### src/rtl/mover_derecha_pkg.sv
// Shared definitions for the right-shift path: FSM encodings and default sizing.
// Also used by the ALU top and the left-shift bench.
package mover_derecha_pkg;

    localparam int DEFAULT_WIDTH = 4;
    localparam int DEFAULT_SHW   = $clog2(DEFAULT_WIDTH);

    typedef enum logic [1:0] {
        IDLE  = 2'd0,
        SHIFT = 2'd1,
        DONE  = 2'd2
    } state_t;

endpackage

### src/rtl/mover_derecha_paso.sv
// Single combinational right-shift step: returns {fill, sreg[WIDTH-1:1]}.
module mover_derecha_paso
    import mover_derecha_pkg::*;
#(
    parameter int WIDTH = DEFAULT_WIDTH
) (
    input  logic [WIDTH-1:0] sreg_i,
    input  logic             fill_i,
    output logic [WIDTH-1:0] sreg_o
);

    // Written as a shift/or so every input bit is consumed.
    always_comb begin
        sreg_o = (sreg_i >> 1) | ({{(WIDTH-1){1'b0}}, fill_i} << (WIDTH-1));
    end

endmodule

### src/rtl/mover_derecha_secuencial.sv
// Sequential right shifter, one bit per clock, start/busy/done handshake.
// Define MOVER_DERECHA_ARIT_EN for arithmetic (sign-filling) shifts; default is logical.
module mover_derecha_secuencial
    import mover_derecha_pkg::*;
#(
    parameter int WIDTH = DEFAULT_WIDTH,
    parameter int SHW   = $clog2(WIDTH)
) (
    input  logic             clk,
    input  logic             rst_n,
    input  logic             start,
    input  logic [WIDTH-1:0] A,
    input  logic [SHW-1:0]   B,
    output logic [WIDTH-1:0] E,
    output logic             busy,
    output logic             done,
    output state_t           state_dbg
);

    // Handshake: start is sampled only in IDLE; E and done update together
    // B+1 edges after the accepting edge, and done is high for one cycle.
    localparam int CW = $clog2(WIDTH + 1);

    state_t           state_q, state_d;
    logic [WIDTH-1:0] sreg_q, sreg_d;
    logic [WIDTH-1:0] e_q, e_d;
    logic [CW-1:0]    cnt_q, cnt_d;
    logic [CW-1:0]    load_cnt;
    logic             done_q, done_d;
    logic             fill;
    logic [WIDTH-1:0] step;

`ifdef MOVER_DERECHA_ARIT_EN
    // The MSB never changes under an arithmetic shift, so it is the sign of captured A.
    assign fill = sreg_q[WIDTH-1];
`else
    assign fill = 1'b0;
`endif

    mover_derecha_paso #(.WIDTH(WIDTH)) u_paso (
        .sreg_i (sreg_q),
        .fill_i (fill),
        .sreg_o (step)
    );

    always_comb begin
        if (32'(B) >= WIDTH) load_cnt = CW'(WIDTH);
        else                 load_cnt = CW'(B);
    end

    always_comb begin
        state_d = state_q;
        sreg_d  = sreg_q;
        cnt_d   = cnt_q;
        e_d     = e_q;
        done_d  = 1'b0;
        case (state_q)
            IDLE: begin
                if (start) begin
                    sreg_d  = A;
                    cnt_d   = load_cnt;
                    state_d = (load_cnt == '0) ? DONE : SHIFT;
                end
            end
            SHIFT: begin
                sreg_d = step;
                cnt_d  = cnt_q - CW'(1);
                if (cnt_q == CW'(1)) state_d = DONE;
            end
            DONE: begin
                e_d     = sreg_q;
                done_d  = 1'b1;
                state_d = IDLE;
            end
            default: state_d = IDLE;
        endcase
    end

    always_ff @(posedge clk) begin
        if (!rst_n) begin
            state_q <= IDLE;
            sreg_q  <= '0;
            cnt_q   <= '0;
            e_q     <= '0;
            done_q  <= 1'b0;
        end else begin
            state_q <= state_d;
            sreg_q  <= sreg_d;
            cnt_q   <= cnt_d;
            e_q     <= e_d;
            done_q  <= done_d;
        end
    end

    assign E         = e_q;
    assign done      = done_q;
    assign busy      = (state_q == SHIFT) || (state_q == DONE);
    assign state_dbg = state_q;

endmodule

### config.mk
export PLATFORM = sky130hd
export DESIGN_NAME = mover_derecha_secuencial
export DESIGN_NICKNAME = d
export VERILOG_FILES = /design/src/rtl/mover_derecha_pkg.sv /design/src/rtl/mover_derecha_paso.sv /design/src/rtl/mover_derecha_secuencial.sv
export SDC_FILE = /design/constraint.sdc
export NUM_CORES = 1
export LEC_CHECK = 0
export ABC_AREA = 0
export BUFFER_PORTS_ARGS = -buffer_cell sky130_fd_sc_hd__buf_2
export CORE_MARGIN = 2
export CORE_UTILIZATION = 30
export CTS_BUF_LIST = sky130_fd_sc_hd__clkbuf_4 sky130_fd_sc_hd__clkbuf_8
export DETAILED_ROUTE_END_ITERATION = 6
export PLACE_DENSITY = 0.53
export SLEW_MARGIN = 20
export SYNTH_ARGS = -nofsm -noshare
export SYNTH_HDL_FRONTEND = slang
export SYNTH_SLANG_ARGS = --single-unit
### constraint.sdc
create_clock -name clk -period 2.55 [get_ports clk]
set_clock_uncertainty 0.2 [all_clocks]
set_input_delay 0 -clock clk [delete_from_list [all_inputs] [get_ports clk]]
set_output_delay 0 -clock clk [all_outputs]
set_load 0.1 [all_outputs]
==> reports/metrics.cfg, run 1 <==
[outcome]
status = complete, no violations

[final_layout]
layout_common_cells = buf_2, dfxtp_1, dlygate4sd3_1
nFillCells = 246
drive_above_1_share_pct = 20.8
layout.nets = 118
fin_util_pct = 39.7
final_common_cell = buf_2
n_antenna_cell = 0
area_growth_pct = 28.8
multiInputGateArea_sq_um = 409
ff_latch_area_sq_um = 280

[critical_path]
cp_slowest_cell = dlygate4sd3_1
crit_fanout = 8
endpoint_kind = flop
slowest_delay_ns = 0.55
path_class = reg2reg
path_buf_inv = 2
crit_chain = inv_1 -> ha_1 -> mux2i_1 -> o311a_1 -> dlygate4sd3_1
crit_required_ns = 2.54
critical_path_arrival_ns = 2.28
critical_path.startpoint_type = flop
critPathTopFamily = buffers and inverters

[synthesis]
synth_cells = 76
synth-edff-count = 0
synth-simple-area-share_pct = 14.8
synth_fp_nets = 92
synth_cell_types = 23
ys_warn_count = 0
async_flop_share_pct = 0
ys_top_cells_by_area = dfxtp_1, ha_1, mux2i_1, nor2b_1, o211a_1
muxShareOfSynthArea_pct = 12.3
syn_avg_cell_area_sq_um = 9.76
synth-seq-cells = 14
synth_sequential_area_ratio_pct = 37.8
synth_compound_area_share_pct = 16.2
synth_top_family_by_area = compound AO/OA/AOI/OAI gates
synthDominantCellAreaShare_pct = 37.8
synth_xor_area_share_pct = 0
synth_top_area_cell = dfxtp_1
yosys.area_share.adder_pct = 11.8
synth_area_sq_um = 742
yosys_most_used_dff = dfxtp_1

[clock_tree]
cts_root_buf = clkbuf_4
path_clk_slew_ns = 0.10
cts_resized = 0
cts_tree = yes
htree_num_levels = 1
clk_latency_ns = 0.29
clock_sinks = 14
cts_inserted_buffers = 3
cts.path.max_buffers = 2

[global_routing]
grt_pass1_wl_microns = 2530
grt_max_degree = 15
top_usage_layer = met2
globalRouteOverflowTotal = 0
met3_usage_pct = 5.83
grt_usage_pct = 12.5
use_met2_pct = 19.3
grt_pass1_vias = 575
grt_use_met1_pct = 15.3
antenna_found_initial = 0

[sta]
slew_violations = 0
period_needed_ns = 2.29
hold_viol = 0
hold_slack_ns = 0.0154
setup_viol = 0
setup-tns-final_ns = 0
worst_pin_slew_ns = 0.487
finalCritPeriodShare_pct = 89.8
fmax_mhz = 437
timing.slew.headroom_pct = 67.8
grt_setup_unrepaired = false

[detailed_routing]
totalWireLength_microns = 1510
vias = 586
drc = 0
wire_per_inst_microns = 11.5
firstDrtPassIters = 4
viasPerCell = 4.47
ant_nets = 0
drt-initial-drc-count = 4

[power_and_ir_drop]
ir_worst_vdd_mv = 0.500
powerDensity_nw_per_um2 = 724
internal-power_mw = 0.419
p_clk_share_pct = 24.2
switching_share_pct = 39.4
power_switching_mw = 0.273
seqPwrFrac_pct = 37.6
combPwrFrac_pct = 38.3
p_leak_nw = 0.437

[floorplan]
die_y_microns = 53.7
initial_utilization_pct = 30.8
die-area_sq_um = 2890
die_w_microns = 53.7
rows = 18
pin_count = 17
core-area_sq_um = 2410

[place]
hpwlAfterDp_microns = 1060
portBuffers = 16
gp_congestion = 0.692

[job]
drv_cap = 0

[hold_path]
hp-class = in2reg

[metrics by stage]
step           std cells  setup slack [ns]  power, mW  instance area (sq um)
5_1_grt              131             0.124      0.735                    956
2_1_floorplan         76            0.0812      0.485                    742
3_5_place_dp         118             0.819      0.517                    830
4_1_cts              131             0.268      0.703                    956
3_3_place_gp         118             0.869      0.517                    830
6_report             131             0.260      0.693                    956
[layout make-up]
type / instances / area share (%)
Timing Repair Buffer: 25 / 17.8
Clock buffer: 4 / 3.80
Inverter: 6 / 2.36
Tap cell: 30 / 3.93
Sequential cell: 14 / 29.3
Multi-Input combinational cell: 52 / 42.8
[power groups by stage]
| stage | clock network, mW | logic [mW] | registers (mW) |
|---|---|---|---|
| 5_1_grt | 0.182 | 0.290 | 0.263 |
| 6_report | 0.167 | 0.265 | 0.260 |
| 2_1_floorplan | 0 | 0.167 | 0.318 |
| 3_3_place_gp | 0 | 0.252 | 0.265 |
| 3_5_place_dp | 0 | 0.251 | 0.266 |
| 4_1_cts | 0.176 | 0.267 | 0.260 |
[registers in the layout (all words and copies together) (netlist names)]
| name | flops |
|---|---|
| E | 4 |
| cnt_q | 3 |
| done | 1 |
| sreg_q | 4 |
| state_dbg | 2 |
[per-layer routing]
layer / wire, microns / part of all wire (%)
met5: 0 / 0
met4: 10 / 0.66
met3: 105 / 7.0
met2: 621 / 41
met1: 773 / 51
[worst paths after layout]
path | slack, ns | endpoint | cells past startpoint | startpoint
worst min-delay path | 0.02 | state_dbg[1] | 5 | start
worst max-delay path | 0.26 | cnt_q[1] | 5 | state_dbg[1]
worst max register to register | 0.26 | cnt_q[1] | 5 | state_dbg[1]
worst min register to register | 0.30 | cnt_q[2] | 2 | cnt_q[2]
[synthesized netlist by cell type (2+ instances only)]
cell type,count
dfxtp_1,14
mux2i_1,8
nand2_1,8
ha_1,7
nor2b_1,7
inv_1,6
o21ai_0,4
a21boi_1,3
o211a_1,3
buf_6,2
clkbuf_1,2
[kinds of logic after synthesis]
group	Yosys count
and+or+nand+nor	20
DFF	14
AOI/OAI and AO/OA	16
buffers and inverters	10
adders and majority gates	7
muxes	9
[repair_timing]
item | CTS | global route
buffers inserted | 0 | 0
hold endpoints to repair | 14 | 0
hold buffers | 9 | 0
[worst register-to-register path, stage by stage, from the launching register on]
cell and delay [ns]:
dfxtp_1 0.35, inv_1 0.13, ha_1 0.36, mux2i_1 0.22, o311a_1 0.37, dlygate4sd3_1 0.55
Power figures use the tool's default switching activity.
==> run 2, diff against run 1 <==
Settings changed: PLACE_DENSITY 0.53 to 0.46.
==> run 2 against run 1 <==
Effect of this change: sequential share of layout area down 0.49 points; maximum frequency down 0.55%; power down 4.4%; global-route usage up 1.2 points; clock-buffer cell count down 1; cell count up 1.5%; sequential power about the same; register-to-register slack about the same; core utilization up 0.67 points; worst hold slack better by 0.021 ns; first-iteration DRC count down 50%; critical path type unchanged.
==> reports/metrics.cfg, run 2 (synthesized netlist as in run 1, its figures left out) <==
[outcome]
status = complete, no violations

[power_and_ir_drop]
ir_worst_vdd_mv = 0.393  ; -21%
p_leak_nw = 0.444  ; +1.6%
powerDensity_nw_per_um2 = 681  ; -6.0%

[floorplan]
die_w_microns = 53.7  ; unchanged
initial_utilization_pct = 30.8  ; unchanged
rows = 18  ; unchanged
core-area_sq_um = 2410  ; unchanged
die-area_sq_um = 2890  ; unchanged
pin_count = 17  ; unchanged
die_y_microns = 53.7  ; unchanged

[sta]
grt_setup_unrepaired = false
hold_slack_ns = 0.0364  ; +0.0210 ns
finalCritPeriodShare_pct = 90.3  ; +0.50 points
fmax_mhz = 434  ; -0.55%
timing.slew.headroom_pct = 67.8  ; about the same
hold_viol = 0  ; unchanged
setup-tns-final_ns = 0  ; unchanged
period_needed_ns = 2.30  ; +0.0127 ns
setup_viol = 0  ; unchanged
slew_violations = 0  ; unchanged
worst_pin_slew_ns = 0.486  ; -0.000266 ns

[clock_tree]
cts.path.max_buffers = 2  ; unchanged
cts_root_buf = clkbuf_4
path_clk_slew_ns = 0.08  ; -0.02 ns
clk_latency_ns = 0.27  ; -0.02 ns
cts_inserted_buffers = 3  ; unchanged
clock_sinks = 14  ; unchanged
htree_num_levels = 1  ; unchanged
cts_tree = yes
cts_resized = 0  ; unchanged
cts_setup_buffers = 0  ; unchanged

[global_routing]
grt_max_degree = 15  ; unchanged
grt_pass1_wl_microns = 2860  ; +13%
antenna_found_initial = 0  ; unchanged
grt_usage_pct = 13.7  ; +1.2 points
globalRouteOverflowTotal = 0  ; unchanged
grt_pass1_vias = 628  ; +9.2%

[final_layout]
area_growth_pct = 31.0
stdcell_area_sq_um = 972  ; +1.7%
layout.nets = 121  ; +2.5%
final_cell_count_no_fill = 133  ; +1.5%
layout_common_cells = buf_2, dfxtp_1, dlygate4sd3_1
n_antenna_cell = 0  ; unchanged
final_common_cell = buf_2
drive_above_1_share_pct = 19.4  ; -1.4 points

[place]
gp_congestion = 0.685  ; -1.1%
place_area_sq_um = 830  ; unchanged
hpwlAfterDp_microns = 1060  ; +0.44%
dp_cells = 118  ; unchanged
portBuffers = 16  ; unchanged

[detailed_routing]
drt-initial-drc-count = 2  ; -2
viasPerCell = 4.62  ; +3.2%
totalWireLength_microns = 1510  ; unchanged
wire_per_inst_microns = 11.3  ; -1.5%
ant_nets = 0  ; unchanged
vias = 614  ; +4.8%
drc = 0  ; unchanged
firstDrtPassIters = 4  ; unchanged

[critical_path]
crit_required_ns = 2.52  ; -0.02 ns
critical_path_arrival_ns = 2.27  ; about the same
path_class = reg2reg
crit_fanout = 8  ; unchanged
critical_path.startpoint_type = flop
endpoint_kind = flop

[hold_path]
hp-class = in2reg

[job]
drv_cap = 0  ; unchanged

run 2: cell count changes in the layout (fill, tap and decap cells not counted), sizes merged:
| cell | delta |
|---|---|
| clkbuf | -1 |
| dlygate4sd3 | +3 |
run 2: repair_timing:
item                                   in CTS  in global routing
endpoints found under the hold margin      14                  0
hold buffers                               12                  0
setup endpoints to repair                   0                  0
run 2: path summary, 6_finish.rpt:
kind / start / end / slack [ns] / cells after the start
max: state_dbg[1] / cnt_q[1] / 0.25 / 5
min: start / state_dbg[0] / 0.04 / 5
max reg2reg: state_dbg[1] / cnt_q[1] / 0.25 / 5
min reg2reg: state_dbg[1] / state_dbg[1] / 0.30 / 2
run 2: per-layer routing:
| layer | global-route usage [%] | wire length, microns | vias up |
|---|---|---|---|
| met4 | 2.56 | 13 | 0 |
| li1 | - | - | 315 |
| met3 | 5.00 | 77 | 2 |
| met2 | 22.0 | 700 | 13 |
| met5 | 0 | 0 | - |
| met1 | 17.6 | 717 | 284 |
run 2: critical path, stage by stage, from the launching register on:
cell,delay (ns)
dfxtp_1,0.34
inv_1,0.12
ha_1,0.36
mux2i_1,0.24
o311a_1,0.39
dlygate4sd3_1,0.55
run 2: through the flow:
stage	setup WS, ns	power (mW)	util [%]
after floorplan	0.0812	0.485	-
after global placement	0.841	0.519	34.4
after detailed placement	0.774	0.518	34.4
after CTS	0.228	0.671	40.3
after global routing	0.0677	0.713	40.3
final	0.247	0.662	40.3
run 2: where the power goes:
part	switching, mW	leakage [nW]	internal [mW]
clock network	0.0676	0.0138	0.0547
registers	0.0170	0.115	0.243
logic	0.179	0.316	0.101
run 2: final cells by class:
type                    count  area (sq um)
inverters                   6          22.5
clock buffers               3          22.5
fillers                   240          1440
multi-input cells          52           409
repair buffers             28           200
flip-flops and latches     14           280
well taps                  30          37.5
